## config.mk

```make
export PLATFORM = sky130hd
export DESIGN_NAME = isolde_exec_sched
export DESIGN_NICKNAME = d
export VERILOG_FILES = /design/src/rtl/isolde_pkg.sv /design/src/rtl/isolde_sched_pkg.sv /design/src/rtl/isolde_sched_fifo.sv /design/src/rtl/isolde_exec_sched.sv
export SDC_FILE = /design/constraint.sdc
export NUM_CORES = 1
export LEC_CHECK = 0
export BUFFER_PORTS_ARGS = -buffer_cell sky130_fd_sc_hd__buf_2
export CAP_MARGIN = 20
export CORE_MARGIN = 1
export CORE_UTILIZATION = 42
export DETAILED_ROUTE_END_ITERATION = 8
export PLACE_DENSITY = 0.57
export SLEW_MARGIN = 20
export SYNTH_ARGS = -nofsm -noshare
export SYNTH_HDL_FRONTEND = slang
export SYNTH_SLANG_ARGS = --single-unit
```

## constraint.sdc

```tcl
create_clock -name clk_i -period 5.43 [get_ports clk_i]
set_input_delay 0.2715 -clock clk_i [delete_from_list [all_inputs] [get_ports clk_i]]
set_output_delay 0.2715 -clock clk_i [all_outputs]
set_load 0.03 [all_outputs]
```

## src/rtl/isolde_pkg.sv

```systemverilog
`default_nettype none
// isolde_pkg: ISOLDE ISA definitions shared across the core (opcode encoding, vector register file width).
// rev 1.0
package isolde_pkg;

  localparam int RegAddrWidth = 5;

  // Encodings 3'd4..3'd7 are reserved; the scheduler treats them as illegal.
  typedef enum logic [2:0] {
    OP_NOP     = 3'd0,
    OP_GEMM    = 3'd1,
    OP_CONV2D  = 3'd2,
    OP_VLE32_4 = 3'd3
  } isolde_opcode_e;

endpackage
`default_nettype wire

```

## src/rtl/isolde_sched_pkg.sv

```systemverilog
`default_nettype none
// isolde_sched_pkg: lane/state enums, queue entry type and operand-decode helpers for the execution scheduler.
// rev 1.0
package isolde_sched_pkg;
  import isolde_pkg::*;

  localparam int NumRegs  = 2 ** RegAddrWidth;
  localparam int NumLanes = 2;
  localparam int LaneMat  = 0;
  localparam int LaneLd   = 1;
  localparam int LatWidth = 3;

  typedef enum logic [1:0] {
    LANE_NONE = 2'd0,
    LANE_MAT  = 2'd1,
    LANE_LD   = 2'd2,
    LANE_BAD  = 2'd3
  } lane_e;

  typedef enum logic {
    LS_IDLE   = 1'b0,
    LS_ACTIVE = 1'b1
  } lane_state_e;

  typedef struct packed {
    isolde_opcode_e          opcode;
    logic [RegAddrWidth-1:0] rd;
    logic [RegAddrWidth-1:0] rs1;
    logic [RegAddrWidth-1:0] rs2;
  } sched_entry_t;

  function automatic lane_e lane_of(isolde_opcode_e op);
    lane_e lane;
    case (op)
      OP_NOP:              lane = LANE_NONE;
      OP_GEMM, OP_CONV2D:  lane = LANE_MAT;
      OP_VLE32_4:          lane = LANE_LD;
      default:             lane = LANE_BAD;
    endcase
    return lane;
  endfunction

  // One-hot set of registers an entry reads or writes; drives both RAW and WAW checks.
  function automatic logic [NumRegs-1:0] used_regs(sched_entry_t e);
    logic [NumRegs-1:0] mask;
    mask = '0;
    case (e.opcode)
      OP_GEMM: begin
        mask[e.rd]  = 1'b1;
        mask[e.rs1] = 1'b1;
        mask[e.rs2] = 1'b1;
      end
      OP_CONV2D, OP_VLE32_4: mask[e.rd] = 1'b1;
      default: mask = '0;
    endcase
    return mask;
  endfunction

endpackage
`default_nettype wire

```

## src/rtl/isolde_sched_fifo.sv

```systemverilog
`default_nettype none
// isolde_sched_fifo: in-order issue queue, power-of-two depth, generic entry type, async active-low reset.
// rev 1.0
module isolde_sched_fifo #(
  parameter int  DEPTH   = 4,
  parameter type ENTRY_T = logic [7:0]
) (
  input  logic   clk_i,
  input  logic   rst_ni,
  input  logic   push_i,
  input  logic   pop_i,
  input  ENTRY_T wdata_i,
  output ENTRY_T rdata_o,
  output logic   full_o,
  output logic   empty_o
);

  localparam int PtrW = $clog2(DEPTH);

  ENTRY_T          mem [DEPTH];
  logic [PtrW-1:0] wptr;
  logic [PtrW-1:0] rptr;
  logic [PtrW:0]   count;
  logic            do_push;
  logic            do_pop;

  assign do_push = push_i && !full_o;
  assign do_pop  = pop_i && !empty_o;
  assign full_o  = (count == (PtrW+1)'(DEPTH));
  assign empty_o = (count == '0);
  assign rdata_o = mem[rptr];

  always_ff @(posedge clk_i or negedge rst_ni) begin
    if (!rst_ni) begin
      wptr  <= '0;
      rptr  <= '0;
      count <= '0;
    end else begin
      if (do_push) begin
        wptr <= wptr + 1'b1;
      end
      if (do_pop) begin
        rptr <= rptr + 1'b1;
      end
      case ({do_push, do_pop})
        2'b10:   count <= count + 1'b1;
        2'b01:   count <= count - 1'b1;
        default: count <= count;
      endcase
    end
  end

  // Storage needs no reset: occupancy is tracked solely by count.
  always_ff @(posedge clk_i) begin
    if (do_push) begin
      mem[wptr] <= wdata_i;
    end
  end

endmodule
`default_nettype wire

```

## src/rtl/isolde_exec_sched.sv

```systemverilog
`default_nettype none
// isolde_exec_sched: in-order issue queue feeding a matrix lane and a load lane with a register scoreboard.
// rev 1.0
module isolde_exec_sched
  import isolde_pkg::*;
  import isolde_sched_pkg::*;
#(
  parameter int QueueDepth = 4,
  parameter int MatLatency = 4,
  parameter int LdLatency  = 2
) (
  input  logic                    clk_i,
  input  logic                    rst_ni,
  input  logic                    dec_valid_i,
  output logic                    dec_ready_o,
  input  isolde_opcode_e          dec_opcode_i,
  input  logic [RegAddrWidth-1:0] dec_rd_i,
  input  logic [RegAddrWidth-1:0] dec_rs1_i,
  input  logic [RegAddrWidth-1:0] dec_rs2_i,
  output logic                    mat_start_o,
  output isolde_opcode_e          mat_opcode_o,
  output logic                    ld_start_o,
  output logic [RegAddrWidth-1:0] issue_rd_o,
  output logic [RegAddrWidth-1:0] issue_rs1_o,
  output logic [RegAddrWidth-1:0] issue_rs2_o,
  output logic                    mat_done_o,
  output logic                    ld_done_o,
  output logic                    illegal_o,
  output logic                    busy_o
);

  sched_entry_t            push_entry;
  sched_entry_t            head;
  logic                    fifo_full;
  logic                    fifo_empty;
  logic                    push;
  logic                    pop;
  logic                    ready_en;
  lane_e                   head_lane;
  logic                    head_hazard;
  logic [NumRegs-1:0]      pending;
  logic [NumRegs-1:0]      pending_set;
  logic [NumRegs-1:0]      pending_clr;
  logic [NumLanes-1:0]     lane_idle;
  logic [NumLanes-1:0]     lane_start;
  logic [NumLanes-1:0]     lane_done;
  logic [RegAddrWidth-1:0] lane_rd [NumLanes];

  // Ready stays low through reset and rises on the first edge after release.
  always_ff @(posedge clk_i or negedge rst_ni) begin
    if (!rst_ni) begin
      ready_en <= 1'b0;
    end else begin
      ready_en <= 1'b1;
    end
  end

  assign dec_ready_o = ready_en && !fifo_full;
  assign push        = dec_valid_i && dec_ready_o;
  assign push_entry  = '{opcode: dec_opcode_i, rd: dec_rd_i, rs1: dec_rs1_i, rs2: dec_rs2_i};

  isolde_sched_fifo #(
    .DEPTH   (QueueDepth),
    .ENTRY_T (sched_entry_t)
  ) u_fifo (
    .clk_i   (clk_i),
    .rst_ni  (rst_ni),
    .push_i  (push),
    .pop_i   (pop),
    .wdata_i (push_entry),
    .rdata_o (head),
    .full_o  (fifo_full),
    .empty_o (fifo_empty)
  );

  // Head-of-queue issue decision; a blocked head stalls everything behind it.
  always_comb begin
    head_lane   = lane_of(head.opcode);
    head_hazard = |(used_regs(head) & pending);
    lane_start  = '0;
    pop         = 1'b0;
    illegal_o   = 1'b0;
    if (!fifo_empty) begin
      case (head_lane)
        LANE_NONE: pop = 1'b1;
        LANE_BAD: begin
          pop       = 1'b1;
          illegal_o = 1'b1;
        end
        LANE_MAT: begin
          if (lane_idle[LaneMat] && !head_hazard) begin
            pop                 = 1'b1;
            lane_start[LaneMat] = 1'b1;
          end
        end
        LANE_LD: begin
          if (lane_idle[LaneLd] && !head_hazard) begin
            pop                = 1'b1;
            lane_start[LaneLd] = 1'b1;
          end
        end
        default: pop = 1'b0;
      endcase
    end
  end

  assign mat_start_o  = lane_start[LaneMat];
  assign ld_start_o   = lane_start[LaneLd];
  assign mat_opcode_o = lane_start[LaneMat] ? head.opcode : OP_NOP;
  assign issue_rd_o   = (|lane_start) ? head.rd  : '0;
  assign issue_rs1_o  = (|lane_start) ? head.rs1 : '0;
  assign issue_rs2_o  = (|lane_start) ? head.rs2 : '0;
  assign mat_done_o   = lane_done[LaneMat];
  assign ld_done_o    = lane_done[LaneLd];
  assign busy_o       = !fifo_empty || !(&lane_idle);

  // Scoreboard: a set and a clear never target the same bit in one cycle because
  // a pending destination blocks issue until it is released.
  always_comb begin
    pending_set = '0;
    pending_clr = '0;
    for (int l = 0; l < NumLanes; l++) begin
      if (lane_start[l]) begin
        pending_set[head.rd] = 1'b1;
      end
      if (lane_done[l]) begin
        pending_clr[lane_rd[l]] = 1'b1;
      end
    end
  end

  always_ff @(posedge clk_i or negedge rst_ni) begin
    if (!rst_ni) begin
      pending <= '0;
    end else begin
      pending <= (pending & ~pending_clr) | pending_set;
    end
  end

  for (genvar l = 0; l < NumLanes; l++) begin : g_lane
    localparam logic [LatWidth-1:0] Lat =
      (l == LaneMat) ? LatWidth'(MatLatency) : LatWidth'(LdLatency);

    lane_state_e             state;
    lane_state_e             state_next;
    logic [LatWidth-1:0]     cnt;
    logic [LatWidth-1:0]     cnt_next;
    logic [RegAddrWidth-1:0] rd_q;
    logic                    done;

    always_ff @(posedge clk_i or negedge rst_ni) begin
      if (!rst_ni) begin
        state <= LS_IDLE;
        cnt   <= '0;
        rd_q  <= '0;
      end else begin
        state <= state_next;
        cnt   <= cnt_next;
        if (lane_start[l]) begin
          rd_q <= head.rd;
        end
      end
    end

    always_comb begin
      state_next = state;
      cnt_next   = cnt;
      done       = 1'b0;
      case (state)
        LS_IDLE: begin
          if (lane_start[l]) begin
            state_next = LS_ACTIVE;
            cnt_next   = LatWidth'(1);
          end
        end
        LS_ACTIVE: begin
          if (cnt == Lat) begin
            done       = 1'b1;
            state_next = LS_IDLE;
            cnt_next   = '0;
          end else begin
            cnt_next = cnt + 1'b1;
          end
        end
        default: begin
          state_next = LS_IDLE;
          cnt_next   = '0;
        end
      endcase
    end

    assign lane_idle[l] = (state == LS_IDLE);
    assign lane_done[l] = done;
    assign lane_rd[l]   = rd_q;
  end

endmodule
`default_nettype wire

```

# After elaboration in Yosys (flattened, before gate mapping)
# Memory sizes are Yosys's and may differ from the RTL's.
# Cells that the tools add are included.
dict set report op_classes {
  mux 48
  magnitude_cmp 10
  eq_ne 13
  reduce_logical 26
  bitwise_logic 10
  n_addsub 6
}
# cell count
set ops {}
lappend ops {{32-bit OR} 5}
lappend ops {{32-bit 2-to-1 mux} 4}
lappend ops {{32-bit AND} 2}
lappend ops {{32-bit one-hot mux with 2 select lines} 1}
lappend ops {{32-bit inverter} 1}
lappend ops {{32-bit OR reduction} 1}
lappend ops {{5-bit by 6-bit less-than comparator with 1-bit output (second input constant)} 5}
lappend ops {{1-bit demux with 5-bit select} 5}
lappend ops {{5-bit by 1-bit >= comparator with 1-bit output (second input constant)} 5}
lappend ops {{1-bit 2-to-1 mux} 22}
lappend ops {{3-bit one-hot mux with 2 select lines} 3}
lappend ops {{3-bit 2-to-1 mux} 5}
lappend ops {{5-bit 2-to-1 mux} 3}
lappend ops {{1-bit logical AND} 11}
lappend ops {{3-bit by 1-bit adder with 3-bit output (second input constant)} 3}
lappend ops {{3-bit by 2-bit equality test with 1-bit output (second input constant)} 3}
lappend ops {{2-bit OR reduction} 4}
lappend ops {{2-bit equality test (second input constant)} 3}
lappend ops {{3-bit equality test (second input constant)} 2}
lappend ops {{3-bit logical NOT} 2}
lappend ops {{2-bit one-hot mux with 3 select lines} 1}
lappend ops {{2-bit by 1-bit adder with 2-bit output (second input constant)} 2}
lappend ops {{2-bit by 1-bit equality test with 1-bit output (second input constant)} 2}
lappend ops {{1-bit logical NOT} 4}
lappend ops {{11 further kinds} 14}
dict set report totals {
  mem_bits_rw 72
  output_inout_bits 25
  memories 1
  ff_bits 58
  wordCells 125
  input_bits 21
}
# name depth word_bits read_ports rd_clocked_by_memory_dff wr line
set mem_list {}
lappend mem_list {u_fifo.mem 4 18 1 0 1 isolde_sched_fifo.sv:20} ;# ENTRY_T mem [DEPTH];

# Depth between registers and ports, before layout
# An unclocked memory read counts as a cell.
dict set report logic_depth {
  depth_word 19
  mapped_depth 21
  ltp_nobuf 16
}

# By module
# From an unflattened synthesis, not the netlist that was laid out.
dict set report unflattened {
  cells_unflattened 580
  hier_area_um2 7001.7
}
# module n_inst seq_area_each_um2 area_per_inst_um2 cells_each
set modules_own_cells {}
lappend modules_own_cells {isolde_exec_sched 1 1276.2 3963.8 449}
lappend modules_own_cells {isolde_sched_fifo 1 2337.2 3037.9 131}

# Worst setup path after synthesis
# OpenSTA, ideal clock, no wires.
dict set report synth_path {
  path_type {register to register}
  start {register u_fifo.rptr[0]}
  end {register u_fifo.count[2]}
  required_time_ns 5.351
  n_path_buf 3
  path_stages_with_launch 18
  setup_ns 0.079
  period_less_slack_ns 4.140
  setup_slack_ns 1.290
  arrival_time_ns 4.060
  cell_sequence {dfrtp_1 -> buf_6 -> buf_8 -> mux4_1 -> nor2b_1 -> and4b_1 -> o31ai_1 -> o2111ai_1 -> o41ai_2 -> nor2b_1 -> clkbuf_1 -> a22o_1 -> ha_1 -> inv_1 -> fa_1 -> xor2_1 -> nor2_1 -> xor2_1}
}
dict set report synth_via {
  elab_chain_cells 18
  word_cells_on_any_way 45
  classes_between {order compare: 6; eq/ne: 8; mux: 13; bitwise: 3; reduce/logical: 14; memory: 1}
}
# item line
set synth_lines {}
lappend synth_lines {{start: declaration} isolde_sched_fifo.sv:22} ;# logic [PtrW-1:0] rptr;
lappend synth_lines {{start signal: assignment} isolde_sched_fifo.sv:43} ;# rptr <= rptr + 1'b1;
lappend synth_lines {{memory read 4 x 18 bit (*)} --}
lappend synth_lines {{5-bit by 6-bit less-than comparator with 1-bit output (not written as such), or another cell as far along} {isolde_sched_pkg.sv:49, isolde_sched_pkg.sv:53}}
lappend synth_lines {{1-bit logical AND (on tied branches)} {isolde_sched_pkg.sv:49, isolde_sched_pkg.sv:53, isolde_sched_pkg.sv:50}}
lappend synth_lines {{1-bit 2-to-1 mux (on tied branches)} {isolde_sched_pkg.sv:49, isolde_sched_pkg.sv:53, isolde_sched_pkg.sv:50}}
lappend synth_lines {{1-bit demux with 5-bit select (on tied branches)} {isolde_sched_pkg.sv:49, isolde_sched_pkg.sv:53, isolde_sched_pkg.sv:50}}
lappend synth_lines {{32-bit OR (no line) (2 in series)} --}
lappend synth_lines {{32-bit one-hot mux with 2 select lines} isolde_sched_pkg.sv:47} ;# case (e.opcode)
lappend synth_lines {{32-bit AND} isolde_exec_sched.sv:79} ;# head_hazard = |(used_regs(head) & pending);
lappend synth_lines {{(+2 left out)} --}
lappend synth_lines {{1-bit logical AND (on tied branches)} {isolde_exec_sched.sv:97, isolde_exec_sched.sv:91}}
lappend synth_lines {{1-bit 2-to-1 mux (on tied branches)} {isolde_exec_sched.sv:97, isolde_exec_sched.sv:91}}
lappend synth_lines {{1-bit one-hot mux with 3 select lines (*)} isolde_exec_sched.sv:84} ;# case (head_lane)
lappend synth_lines {{1-bit 2-to-1 mux (*)} isolde_exec_sched.sv:83} ;# if (!fifo_empty) begin
lappend synth_lines {{1-bit logical AND (*)} isolde_sched_fifo.sv:28} ;# assign do_pop = pop_i && !empty_o;
lappend synth_lines {{via u_fifo.do_pop} isolde_sched_fifo.sv:25} ;# logic do_pop;
lappend synth_lines {{2-bit by 1-bit equality test with 1-bit output or 2-bit equality test (tied branches)} isolde_sched_fifo.sv:45} ;# case ({do_push, do_pop})
lappend synth_lines {{3-bit one-hot mux with 2 select lines or 2-bit nonzero test (tied branches)} --}
lappend synth_lines {{end signal: assignment} isolde_sched_fifo.sv:46} ;# 2'b10: count <= count + 1'b1;
lappend synth_lines {{end signal: assignment} isolde_sched_fifo.sv:47} ;# 2'b01: count <= count - 1'b1;
lappend synth_lines {{end signal: assignment} isolde_sched_fifo.sv:48} ;# default: count <= count;
lappend synth_lines {{end: declaration} isolde_sched_fifo.sv:23} ;# logic [PtrW:0] count;
# The timed path passes the listed nets; every way through them passes the cells marked *.
# A chain may end at the register's enable or synchronous reset.

# Worst setup path after layout
dict set report layout_path {
  start {register u_fifo.rptr[1]}
  end {output issue_rd_o[1]}
}
dict set report layout_via {
  elab_chain_cells 17
  word_cells_on_any_way 40
  classes_between {order compare: 6; eq/ne: 5; mux: 14; bitwise: 3; reduce/logical: 11; memory: 1}
}
# item line
set layout_lines {}
lappend layout_lines {{memory read 4 x 18 bit (*)} --}
lappend layout_lines {{5-bit by 6-bit less-than comparator with 1-bit output (not written as such), or another cell as far along} {isolde_sched_pkg.sv:49, isolde_sched_pkg.sv:53}}
lappend layout_lines {{1-bit logical AND (on tied branches)} {isolde_sched_pkg.sv:49, isolde_sched_pkg.sv:53, isolde_sched_pkg.sv:50}}
lappend layout_lines {{1-bit 2-to-1 mux (on tied branches)} {isolde_sched_pkg.sv:49, isolde_sched_pkg.sv:53, isolde_sched_pkg.sv:50}}
lappend layout_lines {{1-bit demux with 5-bit select (on tied branches)} {isolde_sched_pkg.sv:49, isolde_sched_pkg.sv:53, isolde_sched_pkg.sv:50}}
lappend layout_lines {{32-bit OR (no line) (2 in series)} --}
lappend layout_lines {{32-bit one-hot mux with 2 select lines} isolde_sched_pkg.sv:47}
lappend layout_lines {{32-bit AND} isolde_exec_sched.sv:79}
lappend layout_lines {{32-bit OR reduction} isolde_exec_sched.sv:79}
lappend layout_lines {{1-bit logical NOT} {isolde_exec_sched.sv:91, isolde_exec_sched.sv:97}}
lappend layout_lines {{1-bit logical AND (on tied branches)} {isolde_exec_sched.sv:91, isolde_exec_sched.sv:97}}
lappend layout_lines {{1-bit 2-to-1 mux (on tied branches)} {isolde_exec_sched.sv:91, isolde_exec_sched.sv:97}}
lappend layout_lines {{1-bit 2-to-1 mux} isolde_exec_sched.sv:84}
lappend layout_lines {{2-bit 2-to-1 mux} isolde_exec_sched.sv:83}
lappend layout_lines {{2-bit OR reduction} isolde_exec_sched.sv:110} ;# assign issue_rd_o = (|lane_start) ? head.rd : '0;
lappend layout_lines {{5-bit 2-to-1 mux (*)} isolde_exec_sched.sv:110}
lappend layout_lines {{end: declaration} isolde_exec_sched.sv:23} ;# output logic [RegAddrWidth-1:0] issue_rd_o,
# Every way passes the cells marked *; elsewhere a longest branch is shown, timed or not.

==> run_results.csv <==
group,metric,value,unit
setup_path,slowest_stage,"dfrtp_1",
logic_synthesis,ys_ff_latch,130,
setup_path,end_kind,"primary output",
sta,fin_tns_setup,0,ns
logic_synthesis,synth_nets,668,
worst_hold_path,hold_path.class,"in2async",
setup_path,cp_num_buf_inv,4,
setup_path,cp.depth,13,
place,io_buffer_count,45,
setup_path,rr_worst_depth,16,
logic_synthesis,synth_cells,636,
logic_synthesis,yosys.area.top_type_share,29.3,%
setup_path,rr_startpoint,"u_fifo.rptr[1]$_DFFE_PN0P_",
logic_synthesis,syn-cell-area,7390,um^2
clock_tree,hold_buffers,0,
pwr,power.leakage,3.18,nW
setup_path,crit_type,"reg2out",
setup_path,r2r_slack,0.67,ns
clock_tree,insertion_delay,0.42,ns
die,die_h,135,um
layout,drive_gt1_share,20.6,%
setup_path,critPathArrivalTime,4.81,ns
sta,grt_setup_unrepaired,"false",
place,globalplace.congestion,0.991,
die,num_rows,48,
setup_path,worstSetupStartpoint,"u_fifo.rptr[1]$_DFFE_PN0P_",
setup_path,path_max_fanout,33,
global_route,antenna_found_initial,0,
sta,fin_hold_ws,0.00765,ns
global_route,grt-ovfl-total,0,
place,dpl.hpwl,15300,um
sta,max-slew-margin-rel,32.7,%
setup_path,cp_cell_sequence,"buf_4 -> mux4_2 -> nor2b_1 -> nor4bb_1 -> a31oi_1 -> nand4b_1 -> or4_1 -> o31ai_1 -> buf_4 -> nand2_1 -> buf_4 -> nor2_1 -> buf_2",
setup_path,crit_required,5.16,ns
clock_tree,numClockSinks,130,
sta,tightest_slew,1.01,ns
logic_synthesis,async_flop_share,44.6,%
logic_synthesis,seq_area_frac_synth,48.9,%
clock_tree,cts_tree,"built",
logic_synthesis,ys.flop_type,"edfxtp_1",
clock_tree,clock_path_buffers,2,
logic_synthesis,synth_top_area_cell,"edfxtp_1",
route,dr.pass1.iters,7,
sta,min_period_over_period,93.6,%
sta,worst_slack,0.349,ns
layout,num-nets-final,705,
logic_synthesis,synth_edf_count,72,
setup_path,start_kind,"flop",
outcome,status,"completed",
layout,mostFrequentLayoutCells,"edfxtp_1 (72), dfrtp_1 (57), buf_2 (45), o31ai_1 (40), nor2_1 (39)",
route,avgViaCountPerCell,6.39,
route,drt_iter0_drc,443,
clock_tree,numCtsBuffers,17,
logic_synthesis,yosys_warnings,0,
sta,layout_min_cycle_time,5.08,ns
clock_tree,cts.clk_slew.worst_paths,0.06,ns
die,start_util,42.9,%
sta,maxSlewViolCount,0,
setup_path,r2r-end,"u_fifo.count[2]$_DFFE_PN0P_",
logic_synthesis,synth_area_leaders,"edfxtp_1 (29%), dfrtp_1 (20%), o31ai_1 (4.1%)",
setup_path,cp_top_family,"simple AND/OR/NAND/NOR gates",
logic_synthesis,avgSynthCellArea,11.6,um^2
layout,area_growth_syn_to_layout,13.4,%
global_route,grt_pass1_vias,5704,
sta,fmax,0.197,GHz
setup_path,critPathMostFrequentCell,"buf_4",
die,fp.dieArea,18100,um^2
run,drv_cap,0,
sta,clock_skew,0.0122,ns
layout,diodes,0,
pwr,power.density,631,nW/um^2
pwr,ir_drop,0.285,mV
logic_synthesis,ys_types,69,
route,via_count,5812,
setup_path,crit_path_max_incr_delay,0.84,ns
global_route,grt_use_total,25.0,%
route,routedWlPerCell,23.6,um
die,boundaryPins,46,
die,fp.dieW,135,um
global_route,grt_max_degree,59,
route,final_antenna_net_count,0,
clock_tree,cts-root-buf,"clkbuf_16",
place,pre_cts_ws,0.608,ns
die,core-area,17200,um^2
layout,nFillCells,1530,
clock_tree,postCtsSetupRepairBufs,0,
route,wl,21500,um
global_route,grt_pass1_wl,33500,um
clock_tree,htree_levels,4,
route,drc_errors,0,
layout,final_common_cell,"edfxtp_1",
layout,fin_util,48.6,%
sta,setup_viol,0,
clock_tree,post_cts_resized,0,
sta,final-hold-violation-count,0,
==> metrics by stage <==
stage | power [mW] | area, um^2 | cells
detailed placement | 4.15 | 7800 | 879
finish | 5.28 | 8370 | 910
CTS | 5.27 | 8370 | 910
floorplan | 3.40 | 7390 | 636
global route | 5.58 | 8370 | 910
global placement | 4.13 | 7800 | 879
==> layout make-up <==
| type | count | area [um^2] | area share [%] |
|---|---|---|---|
| Timing Repair Buffer | 57 | 315 | 3.77 |
| Multi-Input combinational cell | 441 | 3490 | 41.7 |
| Clock buffer | 17 | 425 | 5.08 |
| Sequential cell | 130 | 3620 | 43.2 |
| Inverter | 26 | 97.6 | 1.17 |
| Tap cell | 225 | 282 | 3.36 |
| Clock inverter | 14 | 143 | 1.70 |
==> worst register-to-register path: cells and delay by family, from the launching register on <==
| kind | cells | cell delay, ns |
|---|---|---|
| buffers and inverters | 3 | 0.59 |
| AOI/OAI and AO/OA | 5 | 1.35 |
| xor gates and xnor gates | 2 | 0.31 |
| DFF | 1 | 0.84 |
| and+or+nand+nor | 3 | 0.55 |
| muxes | 1 | 0.47 |
| adders and majority gates | 2 | 0.56 |
==> flip-flops by register name, summed over array words and instances, names as in the netlist <==
register	flops
g_lane.cnt	6
g_lane.rd_q	10
g_lane.state	2
pending	32
ready_en	1
u_fifo.count	3
u_fifo.mem	72
u_fifo.rptr	2
u_fifo.wptr	2
==> synthesized netlist by cell type (3+ instances only) <==
cell type / n
or2_2: 4
nor3b_1: 3
and4b_1: 4
mux2_2: 26
nand4_1: 7
xnor2_1: 3
nor4b_1: 3
a31oi_1: 11
or3_1: 5
dfrtp_1: 58
o21ai_0: 11
edfxtp_1: 72
nand3_1: 26
ha_1: 10
or3b_2: 4
mux4_2: 12
nor4_1: 3
o32ai_1: 4
clkbuf_1: 18
inv_1: 26
o31ai_1: 40
mux2i_1: 22
nor2_1: 39
buf_2: 10
nor2b_1: 15
a211o_1: 5
nor4bb_1: 5
xor2_1: 4
o2111ai_1: 3
and2_1: 7
nand2b_1: 10
nand2_1: 34
a21o_1: 3
o311ai_0: 3
and3_1: 14
a21oi_1: 6
nand4b_1: 3
a32oi_1: 4
nor3_1: 8
o221ai_1: 33
a22oi_1: 3
nand3b_1: 9
buf_1: 8
mux4_1: 6
==> power breakdown <==
part	internal [mW]	switching [mW]	leakage, nW	total (mW)
sequential	1.29	0.376	1.39	1.67
combinational	0.929	1.59	1.52	2.52
clock	0.640	0.461	0.270	1.10
total	2.86	2.43	3.18	5.28
==> per-layer routing <==
metal | routed length (um) | vias to the layer above | track usage (%)
met3 | 1240 | 48 | 4.65
met1 | 9500 | 2922 | 34.0
met2 | 10100 | 249 | 39.4
met4 | 644 | 0 | 10.3
li1 | - | 2593 | -
met5 | 0 | - | 0
==> cell families after synthesis <==
logic type | after synthesis | synth area share (%)
XOR/XNOR | 7 | 0.830
AND/OR/NAND/NOR | 210 | 16.3
multiplexers | 67 | 12.9
buffers and inverters | 65 | 3.78
flip-flops | 130 | 48.9
adder cells (fa/ha/maj) | 11 | 1.96
AO/OA/AOI/OAI | 145 | 15.3
other | 1 | 0.0508
==> worst max path at each step <==
stage                                  end
2_1_floorplan  u_fifo.count[2]$_DFFE_PN0P_
3_3_place_gp   u_fifo.count[2]$_DFFE_PN0P_
3_5_place_dp   u_fifo.count[2]$_DFFE_PN0P_
4_1_cts                      issue_rd_o[1]
5_1_grt                      issue_rd_o[1]
6_report                     issue_rd_o[1]
No activity file was read; power rests on OpenSTA's default activity.
